### config.mk
export PLATFORM = sky130hd
export DESIGN_NAME = hazard_controller
export DESIGN_NICKNAME = d
export VERILOG_FILES = /design/src/rtl/hazard_controller.sv
export SDC_FILE = /design/constraint.sdc
export NUM_CORES = 1
export LEC_CHECK = 0
export CORE_MARGIN = 3
export CORE_UTILIZATION = 39
export DETAILED_ROUTE_END_ITERATION = 10
export GPL_TIMING_DRIVEN = 0
export MAX_ROUTING_LAYER = met4
export PLACE_DENSITY = 0.8
export SETUP_SLACK_MARGIN = 0.5
export SYNTH_ARGS = -nofsm -noshare
export SYNTH_HDL_FRONTEND = slang
export SYNTH_SLANG_ARGS = --single-unit
### constraint.sdc
create_clock -name clk -period 1.7 [get_ports clk]
set_clock_uncertainty 0.05 [all_clocks]
set_input_delay 0.255 -clock clk [delete_from_list [all_inputs] [get_ports clk]]
set_output_delay 0.255 -clock clk [all_outputs]
set_load 0.01 [all_outputs]
### src/rtl/hazard_controller.sv
// Execute-stage hazard controller: tracks EX/WB destination shadows, drives
// operand forward selects, inserts load-use stalls and squashes after taken branches.
module hazard_controller #(
  parameter int REG_ADDR_WIDTH = 5,
  parameter int FLUSH_CYCLES   = 2,
  parameter int CNT_WIDTH      = 16
) (
  input  logic                      clk,
  input  logic                      rst_n,
  input  logic [REG_ADDR_WIDTH-1:0] AA,
  input  logic [REG_ADDR_WIDTH-1:0] BA,
  input  logic                      use_a,
  input  logic                      use_b,
  input  logic                      RW_D,
  input  logic [REG_ADDR_WIDTH-1:0] DA_D,
  input  logic [1:0]                MD_D,
  input  logic                      branch_taken,
  output logic                      stall,
  output logic                      bubble,
  output logic                      flush,
  output logic [1:0]                fwd_a_sel,
  output logic [1:0]                fwd_b_sel,
  output logic [CNT_WIDTH-1:0]      stall_cycles
);

  typedef enum logic [1:0] {RUN, LOAD_STALL, FLUSH} state_t;

  // The detect cycle is squashed from RUN, so FLUSH covers the remaining cycles.
  localparam logic [1:0] FLUSH_LOAD = (FLUSH_CYCLES >= 2) ? 2'(FLUSH_CYCLES - 2) : 2'd0;
  localparam logic [1:0] MD_MEM     = 2'b01;

  state_t                    state, state_next;
  logic [1:0]                flush_cnt, cnt_next;
  logic                      ex_rw, wb_rw;
  logic [REG_ADDR_WIDTH-1:0] ex_da, wb_da;
  logic [1:0]                ex_md, wb_md;
  logic                      load_hazard;
  logic                      stall_c, bubble_c, flush_c;

  function automatic logic [1:0] fwd_sel(input logic [REG_ADDR_WIDTH-1:0] addr,
                                         input logic                      used,
                                         input logic                      e_rw,
                                         input logic [REG_ADDR_WIDTH-1:0] e_da,
                                         input logic [1:0]                e_md,
                                         input logic                      w_rw,
                                         input logic [REG_ADDR_WIDTH-1:0] w_da);
    logic [1:0] sel;
    sel = 2'd0;
    if (used && (addr != '0)) begin
      if (e_rw && (e_da == addr) && (e_md != MD_MEM))
        sel = 2'd1;
      else if (w_rw && (w_da == addr))
        sel = 2'd2;
    end
    return sel;
  endfunction

  assign load_hazard = ex_rw && (ex_md == MD_MEM) && (ex_da != '0) &&
                       ((use_a && (AA == ex_da)) || (use_b && (BA == ex_da)));

  always_comb begin
    state_next = state;
    cnt_next   = flush_cnt;
    stall_c    = 1'b0;
    bubble_c   = 1'b0;
    flush_c    = 1'b0;
    case (state)
      RUN: begin
        if (branch_taken) begin
          flush_c  = 1'b1;
          bubble_c = 1'b1;
          if (FLUSH_CYCLES > 1) begin
            state_next = FLUSH;
            cnt_next   = FLUSH_LOAD;
          end
        end else if (load_hazard) begin
          stall_c    = 1'b1;
          bubble_c   = 1'b1;
          state_next = LOAD_STALL;
        end
      end
      LOAD_STALL: state_next = RUN;
      FLUSH: begin
        flush_c  = 1'b1;
        bubble_c = 1'b1;
        if (flush_cnt == 2'd0)
          state_next = RUN;
        else
          cnt_next = flush_cnt - 2'd1;
      end
      default: state_next = RUN;
    endcase
  end

  // Gate with rst_n so a branch input cannot leak a flush while held in reset.
  assign stall     = stall_c  & rst_n;
  assign bubble    = bubble_c & rst_n;
  assign flush     = flush_c  & rst_n;
  assign fwd_a_sel = fwd_sel(AA, use_a, ex_rw, ex_da, ex_md, wb_rw, wb_da);
  assign fwd_b_sel = fwd_sel(BA, use_b, ex_rw, ex_da, ex_md, wb_rw, wb_da);

  always_ff @(posedge clk or negedge rst_n) begin
    if (!rst_n) begin
      state     <= RUN;
      flush_cnt <= 2'd0;
    end else begin
      state     <= state_next;
      flush_cnt <= cnt_next;
    end
  end

  always_ff @(posedge clk or negedge rst_n) begin
    if (!rst_n) begin
      ex_rw <= 1'b0;
      ex_da <= '0;
      ex_md <= 2'b00;
      wb_rw <= 1'b0;
      wb_da <= '0;
      wb_md <= 2'b00;
    end else begin
      wb_rw <= ex_rw;
      wb_da <= ex_da;
      wb_md <= ex_md;
      ex_rw <= bubble_c ? 1'b0 : RW_D;
      ex_da <= DA_D;
      ex_md <= MD_D;
    end
  end

  always_ff @(posedge clk or negedge rst_n) begin
    if (!rst_n)
      stall_cycles <= '0;
    else if ((stall_c || flush_c) && (stall_cycles != '1))
      stall_cycles <= stall_cycles + {{(CNT_WIDTH-1){1'b0}}, 1'b1};
  end

endmodule

After elaboration in Yosys (flattened, before gate mapping)
Cells that the tools add are included.
{"block": "op_classes", "n_addsub": 2, "mul": 0, "div": 0, "order_cmp": 0, "eq_ne": 14, "n_shift": 0, "muxes": 21, "bitwise": 3, "reduce_logical": 24}
{"op": "5-bit equality test", "n": 6}
{"op": "2-bit two-way mux", "n": 11}
{"op": "16-bit by 1-bit adder with 16-bit output (second input constant)", "n": 1}
{"op": "16-bit inequality test (second input constant)", "n": 1}
{"op": "5-bit nonzero test", "n": 3}
{"op": "1-bit logical AND", "n": 14}
{"op": "2-bit case mux with 2 select lines", "n": 2}
{"op": "1-bit two-way mux", "n": 6}
{"op": "2-bit inequality test (second input constant)", "n": 3}
{"op": "2-bit logical NOT", "n": 2}
{"op": "1-bit case mux with 2 select lines", "n": 2}
{"op": "1-bit bitwise AND", "n": 3}
{"op": "3-bit inequality test (second input constant)", "n": 1}
{"op": "3-bit AND reduction", "n": 1}
{"op": "2-bit by 1-bit equality test with 1-bit output (second input constant)", "n": 1}
{"op": "2-bit equality test (second input constant)", "n": 1}
{"op": "1-bit logical OR", "n": 2}
{"op": "2-bit by 1-bit inequality test with 1-bit output (second input constant)", "n": 1}
{"op": "2-bit AND reduction", "n": 1}
{"op": "2-bit nonzero test", "n": 1}
{"op": "2-bit by 1-bit subtractor with 2-bit output (second input constant)", "n": 1}
{"block": "word_totals", "register_bits": 34, "latchBits": 0, "ram_bits": 0, "mem_bits_ro": 0, "input_bits": 23, "output_inout_bits": 23, "elab_cells": 72, "n_memories": 0}

Depth between registers and ports, before layout
Gate-level depths: netlist (run 1).
{"block": "depth", "word_depth": 9, "depth_mapped": 8, "mapped_depth_nobuf": 7}

Least setup slack after synthesis (run 1)
Ideal clock, no wire load.
{"block": "synth_timing", "kind": "reg2reg", "startpoint": "register ex_da[1]", "endpoint": "register stall_cycles[1]", "setup_ps": 125, "t_arrival_ps": 1742, "required_ps": 1525, "path_slack_ps": -217, "stages_incl_launch_ff": 7, "path_buffers": 0, "period_less_slack_ps": 1917, "path_cell_list": "dfrtp_1 > or4_1 > nor2_1 > nor4b_2 > a21oi_2 > nor2_1 > mux2_4"}
{"block": "synth_via", "elab_chain_len": 9, "word_cells_on_any_way": 13, "classes_between": "2 x eq/ne; 3 x mux; 8 x reduce/logical"}
{"element": "start: declaration", "line_no": "35", "source": "logic [REG_ADDR_WIDTH-1:0] ex_da, wb_da;"}
{"element": "start signal: assignment", "line_no": "115", "source": "ex_da <= '0;"}
{"element": "start signal: assignment", "line_no": "125", "source": "ex_da <= DA_D;"}
{"element": "5-bit equality test", "line_no": "59", "source": "((use_a && (AA == ex_da)) || (use_b && (BA == ex_da)));"}
{"element": "1-bit logical AND", "line_no": "59"}
{"element": "1-bit logical OR", "line_no": "59"}
{"element": "1-bit logical AND *", "line_no": "58", "source": "assign load_hazard = ex_rw && (ex_md == MD_MEM) && (ex_da != '0) &&"}
{"element": "1-bit two-way mux *", "line_no": "76", "source": "end else if (load_hazard) begin"}
{"element": "1-bit two-way mux *", "line_no": "69", "source": "if (branch_taken) begin"}
{"element": "1-bit two-way mux *", "line_no": "67", "source": "case (state)"}
{"element": "1-bit logical OR *", "line_no": "133", "source": "else if ((stall_c || flush_c) && (stall_cycles != '1))"}
{"element": "1-bit logical AND *", "line_no": "133"}
{"element": "end signal: assignment", "line_no": "134", "source": "stall_cycles <= stall_cycles + {{(CNT_WIDTH-1){1'b0}}, 1'b1};"}
{"element": "end: declaration", "line_no": "23", "source": "output logic [CNT_WIDTH-1:0] stall_cycles"}
Mark *: on every way between the ends. The rest lies on a longest branch, timed or not.
A chain may end at the register's enable or synchronous reset.

Worst setup path after layout (run 1)
{"block": "layout_timing", "startpoint": "register ex_da[4]", "endpoint": "output port bubble"}
{"block": "layout_via", "elab_chain_len": 8, "word_cells_on_any_way": 12, "classes_between": "2 x eq/ne; 3 x mux; 1 x bitwise; 6 x reduce/logical"}
{"element": "5-bit equality test", "line_no": "59"}
{"element": "1-bit logical AND", "line_no": "59"}
{"element": "1-bit logical OR", "line_no": "59"}
{"element": "1-bit logical AND *", "line_no": "58"}
{"element": "1-bit two-way mux *", "line_no": "76"}
{"element": "1-bit two-way mux *", "line_no": "69"}
{"element": "1-bit case mux with 2 select lines *", "line_no": "67"}
{"element": "1-bit bitwise AND *", "line_no": "97", "source": "assign bubble = bubble_c & rst_n;"}
{"element": "end: declaration", "line_no": "19", "source": "output logic bubble,"}
Marked as above.

==> flow_results.xml, run 1 <==
<?xml version="1.0" encoding="UTF-8"?>
<metrics>
  <group name="logic_synthesis">
    <metric name="ys_ff_latch" unit="">34</metric>
    <metric name="synth-xor-area-share" unit="%">17.1</metric>
    <metric name="synth.largest_area_cell" unit="">dfrtp_1</metric>
    <metric name="synthesis.area" unit="µm²">1690</metric>
    <metric name="synth_fp_nets" unit="">181</metric>
    <metric name="yosys_most_used_dff" unit="">dfrtp_1</metric>
    <metric name="yosys-top-cells-area" unit="">dfrtp_1, xor2_1, xnor2_1</metric>
    <metric name="ys_top_cells_by_count" unit="">dfrtp_1, xor2_1, nor2_1</metric>
    <metric name="synth_edf_count" unit="">0</metric>
    <metric name="synth_async_sr_flop_share" unit="%">100</metric>
    <metric name="area_share_of_the_largest_cell_type_after_synthesis" unit="%">50.4</metric>
    <metric name="synthesis.yosys.warnings" unit="">0</metric>
    <metric name="synthAdderAreaFrac" unit="%">1.48</metric>
    <metric name="synthesis.instances" unit="">156</metric>
    <metric name="yosys.cell_types.count" unit="">35</metric>
    <metric name="main_combinational_cell_family_by_area_after_synthesis" unit="">simple AND/OR/NAND/NOR gates</metric>
    <metric name="syn_avg_cell_area" unit="µm²">10.8</metric>
    <metric name="post-synth-top-count-cell" unit="">dfrtp_1</metric>
    <metric name="seq_area_frac_synth" unit="%">50.4</metric>
    <metric name="synth_compound_gate_area_share" unit="%">5.78</metric>
    <metric name="synthMuxAreaShare" unit="%">0.889</metric>
    <metric name="synthSimpleGateAreaFrac" unit="%">22.5</metric>
  </group>
  <group name="global_route">
    <metric name="antenna_violations_before_repair" unit="">0</metric>
    <metric name="global_route.usage.total" unit="%">20.5</metric>
    <metric name="first_global_vias" unit="">1666</metric>
    <metric name="gr-total-overflow" unit="">0</metric>
    <metric name="grt_pass1_wl" unit="µm">7910</metric>
    <metric name="largest_net_degree_at_the_start_of_global_routing" unit="">38</metric>
  </group>
  <group name="die">
    <metric name="fp.dieArea" unit="µm²">5160</metric>
    <metric name="fp.dieH" unit="µm">71.8</metric>
    <metric name="die_w" unit="µm">71.8</metric>
    <metric name="io_pins" unit="">46</metric>
    <metric name="starting_utilization_of_the_core_area" unit="%">41.3</metric>
    <metric name="row_count" unit="">23</metric>
    <metric name="core" unit="µm²">4090</metric>
  </group>
  <group name="power">
    <metric name="power.ir.vdd_worst" unit="µV">1050</metric>
    <metric name="overall_power_of_the_completed_layout" unit="mW">3.66</metric>
    <metric name="total_leakage_power" unit="nW">1.31</metric>
    <metric name="pwr_density_cell" unit="nW/µm²">1240</metric>
  </group>
  <group name="run_status">
    <metric name="run_status" unit="">complete, but fails checks</metric>
    <metric name="violated_checks" unit="">negative hold slack, negative setup slack</metric>
  </group>
  <group name="cts">
    <metric name="clkSinkCount" unit="">34</metric>
    <metric name="cts_tree" unit="">built</metric>
    <metric name="clock_tree.buffer_depth" unit="">2</metric>
    <metric name="clkLatencyLatePin" unit="ns">0.29</metric>
    <metric name="cts_root_buf" unit="">clkbuf_8</metric>
    <metric name="clk_transition_reported_paths" unit="ns">0.07</metric>
    <metric name="cts.htree.levels" unit="">2</metric>
    <metric name="cts-buffers-inserted" unit="">5</metric>
  </group>
  <group name="drt">
    <metric name="drt-wirelength-per-cell" unit="µm">17.2</metric>
    <metric name="routed_via_count" unit="">1599</metric>
    <metric name="detailroute.wirelength.met3" unit="µm">234</metric>
    <metric name="routed_via_density" unit="">5.28</metric>
    <metric name="starting_drc_count_in_detailed_routing" unit="">128</metric>
    <metric name="drt-total-wl" unit="µm">5210</metric>
    <metric name="detailroute.wirelength.met2" unit="µm">2690</metric>
    <metric name="count_of_antenna_violating_nets_left_after_detailed_routing" unit="">0</metric>
    <metric name="route.layer.met1.wl" unit="µm">2180</metric>
    <metric name="detail_route.first_pass.iterations" unit="">4</metric>
    <metric name="drc_errors" unit="">0</metric>
    <metric name="routed.top_layer" unit="">met4</metric>
  </group>
  <group name="final_layout">
    <metric name="area_growth" unit="%">74.7</metric>
    <metric name="final_layout_size_suffix_gt1_share" unit="%">50.2</metric>
    <metric name="nNetsFinal" unit="">279</metric>
    <metric name="final.fill_count" unit="">263</metric>
    <metric name="n_antenna_cell" unit="">0</metric>
    <metric name="final_core_density" unit="%">72.2</metric>
  </group>
  <group name="placed_design">
    <metric name="place.gp.congestion" unit="">0.751</metric>
    <metric name="place.port_buffers" unit="">45</metric>
    <metric name="hpwl_dp" unit="µm">2760</metric>
  </group>
  <group name="sta">
    <metric name="timing_worst_slew_pin_value" unit="ns">0.461</metric>
    <metric name="timing.final.hold_violations" unit="">34</metric>
    <metric name="worst_setup_slack_final" unit="ns">-0.490</metric>
    <metric name="grt_setup_unrepaired" unit="">yes</metric>
    <metric name="relSlewSlack" unit="%">69.3</metric>
    <metric name="worst_hold_slack" unit="ns">-0.134</metric>
    <metric name="post-route-min-period" unit="ns">2.19</metric>
    <metric name="timing_max_transition_violations_final" unit="">0</metric>
    <metric name="fmax" unit="MHz">457</metric>
    <metric name="total_of_endpoints_with_negative_setup_slack_in_the_final_report" unit="">23</metric>
    <metric name="period_share" unit="%">129</metric>
  </group>
  <group name="critical_path">
    <metric name="kind_of_launch_point_of_the_worst_setup_path" unit="">flop</metric>
    <metric name="timing.critical_path.fanout_max" unit="">3</metric>
    <metric name="required" unit="ns">1.39</metric>
    <metric name="arrival" unit="ns">1.89</metric>
    <metric name="critical_path_class" unit="">flop to primary output</metric>
    <metric name="worst_r2r_src" unit="">ex_da[4]</metric>
    <metric name="endpoint_kind" unit="">primary output</metric>
    <metric name="cp-startpoint" unit="">ex_da[4]</metric>
  </group>
  <group name="job">
    <metric name="max_cap_viol_count" unit="">0</metric>
  </group>
  <group name="min_path">
    <metric name="holdCritPathClass" unit="">input port to asynchronous set/reset pin</metric>
  </group>
</metrics>
## metrics by stage
step	worst slack, ns	area (µm²)	std cells	setup TNS (ns)	hold WS (ns)
6_report	-0.490	2950	303	-7.91	-0.134
5_1_grt	-0.562	2950	303	-9.47	-0.107
4_1_cts	-0.483	2810	295	-6.79	-0.115
3_5_place_dp	-1.01	2260	251	-14.14	0.338
3_3_place_gp	-1.38	2270	251	-31.55	0.369
2_1_floorplan	-0.211	1750	156	-2.14	-0.0906
## power breakdown
group	switching, mW	total (mW)	internal [mW]
logic	0.831	1.90	1.07
clock network	0.276	0.588	0.312
registers	0.171	1.17	1.00
## cells by family (layout without fill, tap and decap cells)
| family | count (synthesis) | in the layout |
|---|---|---|
| simple gates | 66 | 66 |
| flops | 34 | 34 |
| xor+xnor | 33 | 33 |
| compound gates | 14 | 14 |
| buf+inv | 6 | 103 |
| fa+ha+maj | 2 | 2 |
| mux | 1 | 1 |
## area by class of cell
type                    instances  area (µm²)  area share (%)
flip-flops and latches         34         857            29.1
multi-input cells             116        1040            35.3
plain buffers                   2        22.5           0.763
repair buffers                 91         868            29.4
clock buffers                   6        82.6            2.80
inverters                       4        15.0           0.509
well taps                      50        62.6            2.12
## flip-flops by register name, summed over array words and instances (netlist names)
name,cells
ex_md,2
wb_rw,1
ex_da,5
ex_rw,1
stall_cycles,16
state,2
flush_cnt,2
wb_da,5
## layout by cell type, fill, tap and decap left out, types with 5 or more instances in the layout
| cell type | synthesis | routed |
|---|---|---|
| nand4_1 | 5 | 5 |
| clkbuf_8 | 0 | 6 |
| nor3_2 | 0 | 9 |
| clkdlybuf4s50_1 | 0 | 10 |
| buf_4 | 0 | 26 |
| nand3_1 | 7 | 5 |
| nor2_1 | 13 | 7 |
| xor2_1 | 26 | 26 |
| dfrtp_1 | 34 | 29 |
| xnor2_1 | 7 | 6 |
| nand2_1 | 7 | 7 |
| buf_6 | 1 | 39 |
| buf_2 | 1 | 5 |
| dlygate4sd2_1 | 0 | 11 |
| dfrtp_2 | 0 | 5 |
## critical path: stages (launching register included)
cell and delay (ns):
dfrtp_1 0.42, or4_1 0.53, nor2_1 0.12, nor4b_2 0.08
a21oi_2 0.18, buf_6 0.13, nor2b_4 0.03, buf_6 0.11
## final timing paths
kind / slack [ns] / cells past startpoint / to
worst max-delay path: -0.49 / 7 / bubble
worst min-delay path: -0.13 / 1 / stall_cycles[7]
worst max register to register: -0.41 / 8 / stall_cycles[1]
worst min register to register: 0.40 / 0 / wb_da[4]
max in group asynchronous: 1.37 / 1 / stall_cycles[0]
min in group clk: 0.35 / 1 / ex_da[1]
## timing repair
action / 4_1_cts / 5_1_grt
buffers inserted: 38 / 8
setup endpoints to repair: 42 / 44
pin swaps: 23 / 17
endpoints found under the hold margin: 34 / 34
gates resized for setup: 166 / 20
## routing by layer
layer | track usage, % | up-vias
li1 | - | 744
met1 | 25.1 | 792
met2 | 33.3 | 54
met3 | 4.77 | 9
met4 | 7.10 | 0
met5 | - | -
Power figures use the tool's default switching activity.
==> run 2: changes to the inputs <==
--- a/config.mk
+++ b/config.mk
@@ -11,6 +11,7 @@
 export GPL_TIMING_DRIVEN = 0
 export MAX_ROUTING_LAYER = met4
 export PLACE_DENSITY = 0.8
+export RECOVER_POWER = 100
 export SETUP_SLACK_MARGIN = 0.5
 export SYNTH_ARGS = -nofsm -noshare
 export SYNTH_HDL_FRONTEND = slang
==> run 2 against run 1 <==
- global-route usage did not move
- highest routed layer unchanged
- register-to-register slack barely moved
- critical endpoint unchanged
- the run still ends with negative hold slack, negative setup slack left
- non-clock buffer count did not move
==> flow_results.xml, run 2 (synthesis gave the netlist of run 1 again) <==
<?xml version="1.0" encoding="UTF-8"?>
<metrics>
  <group name="drt">
    <metric name="route.layer.met1.wl" unit="µm">2180</metric>
    <metric name="starting_drc_count_in_detailed_routing" unit="">128</metric>
    <metric name="drt-total-wl" unit="µm">5210</metric>
    <metric name="routed.top_layer" unit="">met4</metric>
    <metric name="detailroute.wirelength.met3" unit="µm">234</metric>
    <metric name="routed_via_density" unit="">5.28</metric>
    <metric name="count_of_antenna_violating_nets_left_after_detailed_routing" unit="">0</metric>
    <metric name="detail_route.first_pass.iterations" unit="">4</metric>
    <metric name="drt-wirelength-per-cell" unit="µm">17.2</metric>
    <metric name="detailroute.wirelength.met2" unit="µm">2690</metric>
    <metric name="routed_via_count" unit="">1599</metric>
    <metric name="drc_errors" unit="">0</metric>
  </group>
  <group name="cts">
    <metric name="cts.htree.levels" unit="">2</metric>
    <metric name="clk_transition_reported_paths" unit="ns">0.07</metric>
    <metric name="cts_tree" unit="">built</metric>
    <metric name="cts-buffers-inserted" unit="">5</metric>
    <metric name="clock_tree.buffer_depth" unit="">2</metric>
    <metric name="cts_root_buf" unit="">clkbuf_8</metric>
    <metric name="clkLatencyLatePin" unit="ns">0.29</metric>
    <metric name="clkSinkCount" unit="">34</metric>
  </group>
  <group name="placed_design">
    <metric name="place.port_buffers" unit="">45</metric>
    <metric name="hpwl_dp" unit="µm">2760</metric>
    <metric name="placedInstanceArea" unit="µm²">2260</metric>
    <metric name="place.gp.congestion" unit="">0.751</metric>
  </group>
  <group name="final_layout">
    <metric name="n_antenna_cell" unit="">0</metric>
    <metric name="final_cell_mix" unit="">buf_6, dfrtp_1, xor2_1, buf_4, dlygate4sd2_1</metric>
    <metric name="reg.largest.list" unit="">stall_cycles: 16 flops, ex_da: 5 flops, wb_da: 5 flops</metric>
    <metric name="nNetsFinal" unit="">279</metric>
    <metric name="final_layout_size_suffix_gt1_share" unit="%">50.2</metric>
    <metric name="layout_commonest_cell" unit="">buf_6</metric>
    <metric name="final_core_density" unit="%">72.2</metric>
    <metric name="area_growth" unit="%">74.7</metric>
    <metric name="top_register" unit="">stall_cycles</metric>
    <metric name="largest_register_ff_count" unit="">16</metric>
    <metric name="layout.cell_area.non_filler" unit="µm²">2950</metric>
    <metric name="final.fill_count" unit="">263</metric>
  </group>
  <group name="sta">
    <metric name="worst_setup_slack_final" unit="ns">-0.490</metric>
    <metric name="fmax" unit="MHz">457</metric>
    <metric name="timing_max_transition_violations_final" unit="">0</metric>
    <metric name="relSlewSlack" unit="%">69.3</metric>
    <metric name="total_of_endpoints_with_negative_setup_slack_in_the_final_report" unit="">23</metric>
    <metric name="timing_worst_slew_pin_value" unit="ns">0.461</metric>
    <metric name="setup_total_negative_slack" unit="ns">-7.91</metric>
    <metric name="grt_setup_unrepaired" unit="">yes</metric>
    <metric name="period_share" unit="%">129</metric>
    <metric name="post-route-min-period" unit="ns">2.19</metric>
    <metric name="worst_hold_slack" unit="ns">-0.134</metric>
    <metric name="timing.final.hold_violations" unit="">34</metric>
  </group>
  <group name="critical_path">
    <metric name="endpoint_kind" unit="">primary output</metric>
    <metric name="kind_of_launch_point_of_the_worst_setup_path" unit="">flop</metric>
    <metric name="timing.critical_path.fanout_max" unit="">3</metric>
    <metric name="arrival" unit="ns">1.89</metric>
    <metric name="critical_path_class" unit="">flop to primary output</metric>
    <metric name="required" unit="ns">1.39</metric>
    <metric name="r2r.worst_path.cells" unit="">8</metric>
  </group>
  <group name="global_route">
    <metric name="first_global_vias" unit="">1666</metric>
    <metric name="largest_net_degree_at_the_start_of_global_routing" unit="">38</metric>
    <metric name="antenna_violations_before_repair" unit="">0</metric>
    <metric name="global_route.usage.total" unit="%">20.5</metric>
    <metric name="gr-total-overflow" unit="">0</metric>
    <metric name="grt_pass1_wl" unit="µm">7910</metric>
  </group>
  <group name="die">
    <metric name="io_pins" unit="">46</metric>
    <metric name="core" unit="µm²">4090</metric>
    <metric name="fp.dieArea" unit="µm²">5160</metric>
    <metric name="row_count" unit="">23</metric>
    <metric name="fp.dieH" unit="µm">71.8</metric>
    <metric name="die_w" unit="µm">71.8</metric>
    <metric name="starting_utilization_of_the_core_area" unit="%">41.3</metric>
  </group>
  <group name="power">
    <metric name="power.ir.vdd_worst" unit="µV">1050</metric>
    <metric name="pwr_density_cell" unit="nW/µm²">1240</metric>
    <metric name="overall_power_of_the_completed_layout" unit="mW">3.66</metric>
    <metric name="total_leakage_power" unit="nW">1.31</metric>
  </group>
  <group name="run_status">
    <metric name="run_status" unit="">complete, but fails checks</metric>
    <metric name="violated_checks" unit="">negative hold slack, negative setup slack</metric>
  </group>
  <group name="min_path">
    <metric name="holdCritPathClass" unit="">input port to asynchronous set/reset pin</metric>
  </group>
  <group name="job">
    <metric name="max_cap_viol_count" unit="">0</metric>
  </group>
</metrics>
run 2: cell type report:
cell class	count	area, µm²	area share [%]
Buffer	2	22.5	0.763
Sequential cell	34	857	29.1
Multi-Input combinational cell	116	1040	35.3
Timing Repair Buffer	91	868	29.4
Clock buffer	6	82.6	2.80
Tap cell	50	62.6	2.12
Inverter	4	15.0	0.509
run 2: critical path, stage by stage, from the launching register on:
cell,delay [ns]
dfrtp_1,0.42
or4_1,0.53
nor2_1,0.12
nor4b_2,0.08
a21oi_2,0.18
buf_6,0.13
nor2b_4,0.03
buf_6,0.11
run 2: path summary, 6_finish.rpt:
path	start	to	slack, ns
setup / recovery	ex_da[4]	bubble	-0.49
hold / removal	rst_n	stall_cycles[7]	-0.13
setup reg to reg	ex_da[4]	stall_cycles[1]	-0.41
hold reg to reg	ex_da[4]	wb_da[4]	0.40
max in group asynchronous	rst_n	stall_cycles[0]	1.37
min in group clk	DA_D[1]	ex_da[1]	0.35
run 2: layer usage:
layer	global-route usage, %	vias to the layer above
li1	-	744
met1	25.1	792
met2	33.3	54
met3	4.77	9
met4	7.10	0
met5	-	-
run 2: power breakdown:
part	leakage (nW)	total, mW	internal [mW]	switching (mW)
sequential	0.408	1.17	1.00	0.171
clock	0.0431	0.588	0.312	0.276
combinational	0.863	1.90	1.07	0.831
total	1.31	3.66	2.39	1.28
run 2: through the flow:
step,instances,setup WS [ns]
2_1_floorplan,156,-0.211
3_3_place_gp,251,-1.38
3_5_place_dp,251,-1.01
4_1_cts,295,-0.483
5_1_grt,303,-0.562
6_report,303,-0.490
run 2: timing repair:
item                                    in CTS  in global routing
pin swaps                                   23                 17
hold endpoints to repair                    34                 34
endpoints found under the setup margin      42                 44
buffers inserted                            38                  8
resized for setup                          166                 20
==> run 3: changes to the inputs <==
--- a/config.mk
+++ b/config.mk
@@ -6,11 +6,11 @@
 export NUM_CORES = 1
 export LEC_CHECK = 0
 export CORE_MARGIN = 3
-export CORE_UTILIZATION = 39
+export CORE_UTILIZATION = 43
 export DETAILED_ROUTE_END_ITERATION = 10
 export GPL_TIMING_DRIVEN = 0
 export MAX_ROUTING_LAYER = met4
-export PLACE_DENSITY = 0.8
+export PLACE_DENSITY = 0.86
 export RECOVER_POWER = 100
 export SETUP_SLACK_MARGIN = 0.5
 export SYNTH_ARGS = -nofsm -noshare
==> run 3 against run 2 <==
- the flow still finishes with violations (negative hold slack, negative setup slack)
- die area fell by 8.5%
- count of clock-buffer cells in the layout unchanged
- register-to-register slack improved by 0.05 ns
- cell area rose by 1.1%
- via count grew 3.2%
- first-iteration DRC count is 21% higher
- clock power rose by 10%
- utilization up 8.0 points
- cell count decreased by 0.66%
- worst setup slack got worse by 0.021 ns
- critical path type unchanged
- largest power group unchanged
==> flow_results.xml, run 3 (synthesis gave the netlist of run 1 again) <==
<?xml version="1.0" encoding="UTF-8"?>
<metrics>
  <group name="final_layout">
    <metric name="top_register" unit="">stall_cycles</metric>
    <metric name="final_cell_mix" unit="">buf_6, dfrtp_1, xor2_1, buf_4, dlygate4sd2_1</metric>
    <metric name="n_antenna_cell" unit="">0</metric>
    <metric name="largest_register_ff_count" unit="">16</metric>
    <metric name="nNetsFinal" unit="">277</metric>
    <metric name="layout_commonest_cell" unit="">buf_6</metric>
    <metric name="final.fill_count" unit="">201</metric>
    <metric name="final_core_density" unit="%">80.2</metric>
    <metric name="layout.cell_area.non_filler" unit="µm²">2980</metric>
    <metric name="reg.largest.list" unit="">stall_cycles: 16 flops, ex_da: 5 flops, wb_da: 5 flops</metric>
    <metric name="final_layout_size_suffix_gt1_share" unit="%">50.2</metric>
    <metric name="area_growth" unit="%">76.5</metric>
  </group>
  <group name="cts">
    <metric name="clock_tree.buffer_depth" unit="">2</metric>
    <metric name="cts_tree" unit="">built</metric>
    <metric name="cts_root_buf" unit="">clkbuf_8</metric>
    <metric name="clkSinkCount" unit="">34</metric>
    <metric name="cts.htree.levels" unit="">2</metric>
    <metric name="clkLatencyLatePin" unit="ns">0.29</metric>
    <metric name="clk_transition_reported_paths" unit="ns">0.07</metric>
    <metric name="cts-buffers-inserted" unit="">5</metric>
  </group>
  <group name="drt">
    <metric name="starting_drc_count_in_detailed_routing" unit="">155</metric>
    <metric name="routed_via_count" unit="">1650</metric>
    <metric name="drt-total-wl" unit="µm">5870</metric>
    <metric name="drc_errors" unit="">0</metric>
    <metric name="routed_via_density" unit="">5.48</metric>
    <metric name="drt-wirelength-per-cell" unit="µm">19.5</metric>
    <metric name="count_of_antenna_violating_nets_left_after_detailed_routing" unit="">0</metric>
    <metric name="detail_route.first_pass.iterations" unit="">4</metric>
  </group>
  <group name="critical_path">
    <metric name="required" unit="ns">1.39</metric>
    <metric name="crit_path_top_delay_cell" unit="">or4_4</metric>
    <metric name="timing.critical_path.cells" unit="">or4_4 -&gt; nor2_4 -&gt; nor4b_4 -&gt; and3_4 -&gt; and2_4 -&gt; buf_6</metric>
    <metric name="worst_path_largest_cell_delay" unit="ns">0.52</metric>
    <metric name="critical_path_class" unit="">flop to primary output</metric>
    <metric name="arrival" unit="ns">1.91</metric>
    <metric name="kind_of_launch_point_of_the_worst_setup_path" unit="">flop</metric>
    <metric name="endpoint_kind" unit="">primary output</metric>
    <metric name="cp_num_buf_inv" unit="">1</metric>
    <metric name="timing.critical_path.fanout_max" unit="">4</metric>
    <metric name="dominant_delay_contributor_by_cell_family_on_the_critical_path" unit="">simple AND/OR/NAND/NOR gates</metric>
    <metric name="worst-r2r-setup-slack" unit="ns">-0.36</metric>
  </group>
  <group name="global_route">
    <metric name="grt_pass1_wl" unit="µm">7820</metric>
    <metric name="antenna_violations_before_repair" unit="">0</metric>
    <metric name="first_global_vias" unit="">1585</metric>
    <metric name="gr-total-overflow" unit="">0</metric>
    <metric name="global_route.usage.total" unit="%">24.0</metric>
    <metric name="largest_net_degree_at_the_start_of_global_routing" unit="">38</metric>
  </group>
  <group name="power">
    <metric name="power.ir.vdd_worst" unit="µV">1110</metric>
    <metric name="pwr_density_cell" unit="nW/µm²">1280</metric>
    <metric name="total_leakage_power" unit="nW">1.30</metric>
  </group>
  <group name="run_status">
    <metric name="run_status" unit="">complete, but fails checks</metric>
    <metric name="violated_checks" unit="">negative hold slack, negative setup slack</metric>
  </group>
  <group name="sta">
    <metric name="period_share" unit="%">130</metric>
    <metric name="relSlewSlack" unit="%">68.8</metric>
    <metric name="total_of_endpoints_with_negative_setup_slack_in_the_final_report" unit="">23</metric>
    <metric name="timing_max_transition_violations_final" unit="">0</metric>
    <metric name="timing_worst_slew_pin_value" unit="ns">0.468</metric>
    <metric name="post-route-min-period" unit="ns">2.21</metric>
    <metric name="worst_hold_slack" unit="ns">-0.130</metric>
    <metric name="fmax" unit="MHz">452</metric>
    <metric name="grt_setup_unrepaired" unit="">yes</metric>
    <metric name="worst_setup_slack_final" unit="ns">-0.511</metric>
    <metric name="timing.final.hold_violations" unit="">34</metric>
  </group>
  <group name="placed_design">
    <metric name="place.port_buffers" unit="">45</metric>
    <metric name="hpwl_dp" unit="µm">2820</metric>
    <metric name="place.gp.congestion" unit="">0.963</metric>
    <metric name="placedInstanceArea" unit="µm²">2260</metric>
  </group>
  <group name="die">
    <metric name="row_count" unit="">22</metric>
    <metric name="core" unit="µm²">3720</metric>
    <metric name="io_pins" unit="">46</metric>
    <metric name="fp.dieH" unit="µm">68.7</metric>
    <metric name="fp.dieArea" unit="µm²">4720</metric>
    <metric name="die_w" unit="µm">68.7</metric>
    <metric name="starting_utilization_of_the_core_area" unit="%">45.5</metric>
  </group>
  <group name="min_path">
    <metric name="holdCritPathClass" unit="">input port to asynchronous set/reset pin</metric>
  </group>
  <group name="job">
    <metric name="max_cap_viol_count" unit="">0</metric>
  </group>
</metrics>
## run 3: cell types whose count changed in the layout (fill, tap and decap cells not counted), moves of 2 or more
cell,before,now
dlygate4sd3_1,0,7
clkdlybuf4s15_1,0,2
nor3_4,1,3
nor2_1,7,5
buf_4,26,24
clkdlybuf4s50_1,10,3
nor3_2,9,6
dlygate4sd2_1,11,9
## run 3: worst reg2reg max path, delay by kind of cell (launching register included)
family | cells | cell delay, ns
buffers and inverters | 4 | 0.54
XOR/XNOR | 2 | 0.27
flip-flops | 1 | 0.44
AND/OR/NAND/NOR | 2 | 0.20
AO/OA/AOI/OAI | 2 | 0.44
## run 3: worst paths after layout
| kind | startpoint | end | cells after the start |
|---|---|---|---|
| max | ex_da[3] | stall | 6 |
| min | rst_n | stall_cycles[10] | 1 |
| max reg2reg | ex_da[1] | stall_cycles[8] | 10 |
| min reg2reg | ex_rw | wb_rw | 0 |
| max in group asynchronous | rst_n | stall_cycles[2] | 1 |
| min in group clk | ex_rw | wb_rw | 0 |
## run 3: layout make-up
class                   instances  area [µm²]  area share [%]
plain buffers                   2        26.3           0.881
clock buffers                   6        82.6            2.77
clock inverters                 2        12.5           0.420
inverters                       4        15.0           0.504
multi-input cells             116        1080            36.3
flip-flops and latches         34         857            28.7
well taps                      48        60.1            2.01
repair buffers                 89         846            28.4
## run 3: where the power goes
| part | internal (mW) | switching (mW) | total (mW) |
|---|---|---|---|
| combinational | 1.12 | 0.871 | 1.99 |
| sequential | 1.00 | 0.186 | 1.19 |
| clock | 0.326 | 0.323 | 0.649 |
## run 3: timing repair
item                                    4_1_cts  5_1_grt
gates resized for setup                     163       31
endpoints found under the setup margin       42       42
endpoints found under the hold margin        34       34
pin swaps                                    19       19
buffers inserted                             36        8
## run 3: metal layers
layer  up-vias  wire length, µm  share of wire (%)  global-route usage (%)
met5         -                0                  0                       -
met4         0              244                4.2                    9.68
met3        22              329                5.6                    5.02
met2        62             3150                 54                    39.5
met1       820             2150                 37                    28.6
li1        746                -                  -                       -
## run 3: stage by stage
step | instances | setup WS, ns | hold slack [ns] | TNS (ns) | total power, mW
after global routing | 301 | -0.638 | -0.109 | -9.26 | 4.01
after detailed placement | 249 | -1.02 | 0.332 | -14.10 | 2.20
final | 301 | -0.511 | -0.130 | -6.57 | 3.83
after CTS | 293 | -0.511 | -0.124 | -6.41 | 3.43
after global placement | 249 | -1.32 | 0.366 | -29.24 | 2.16
after floorplan | 156 | -0.211 | -0.0906 | -2.14 | 1.73
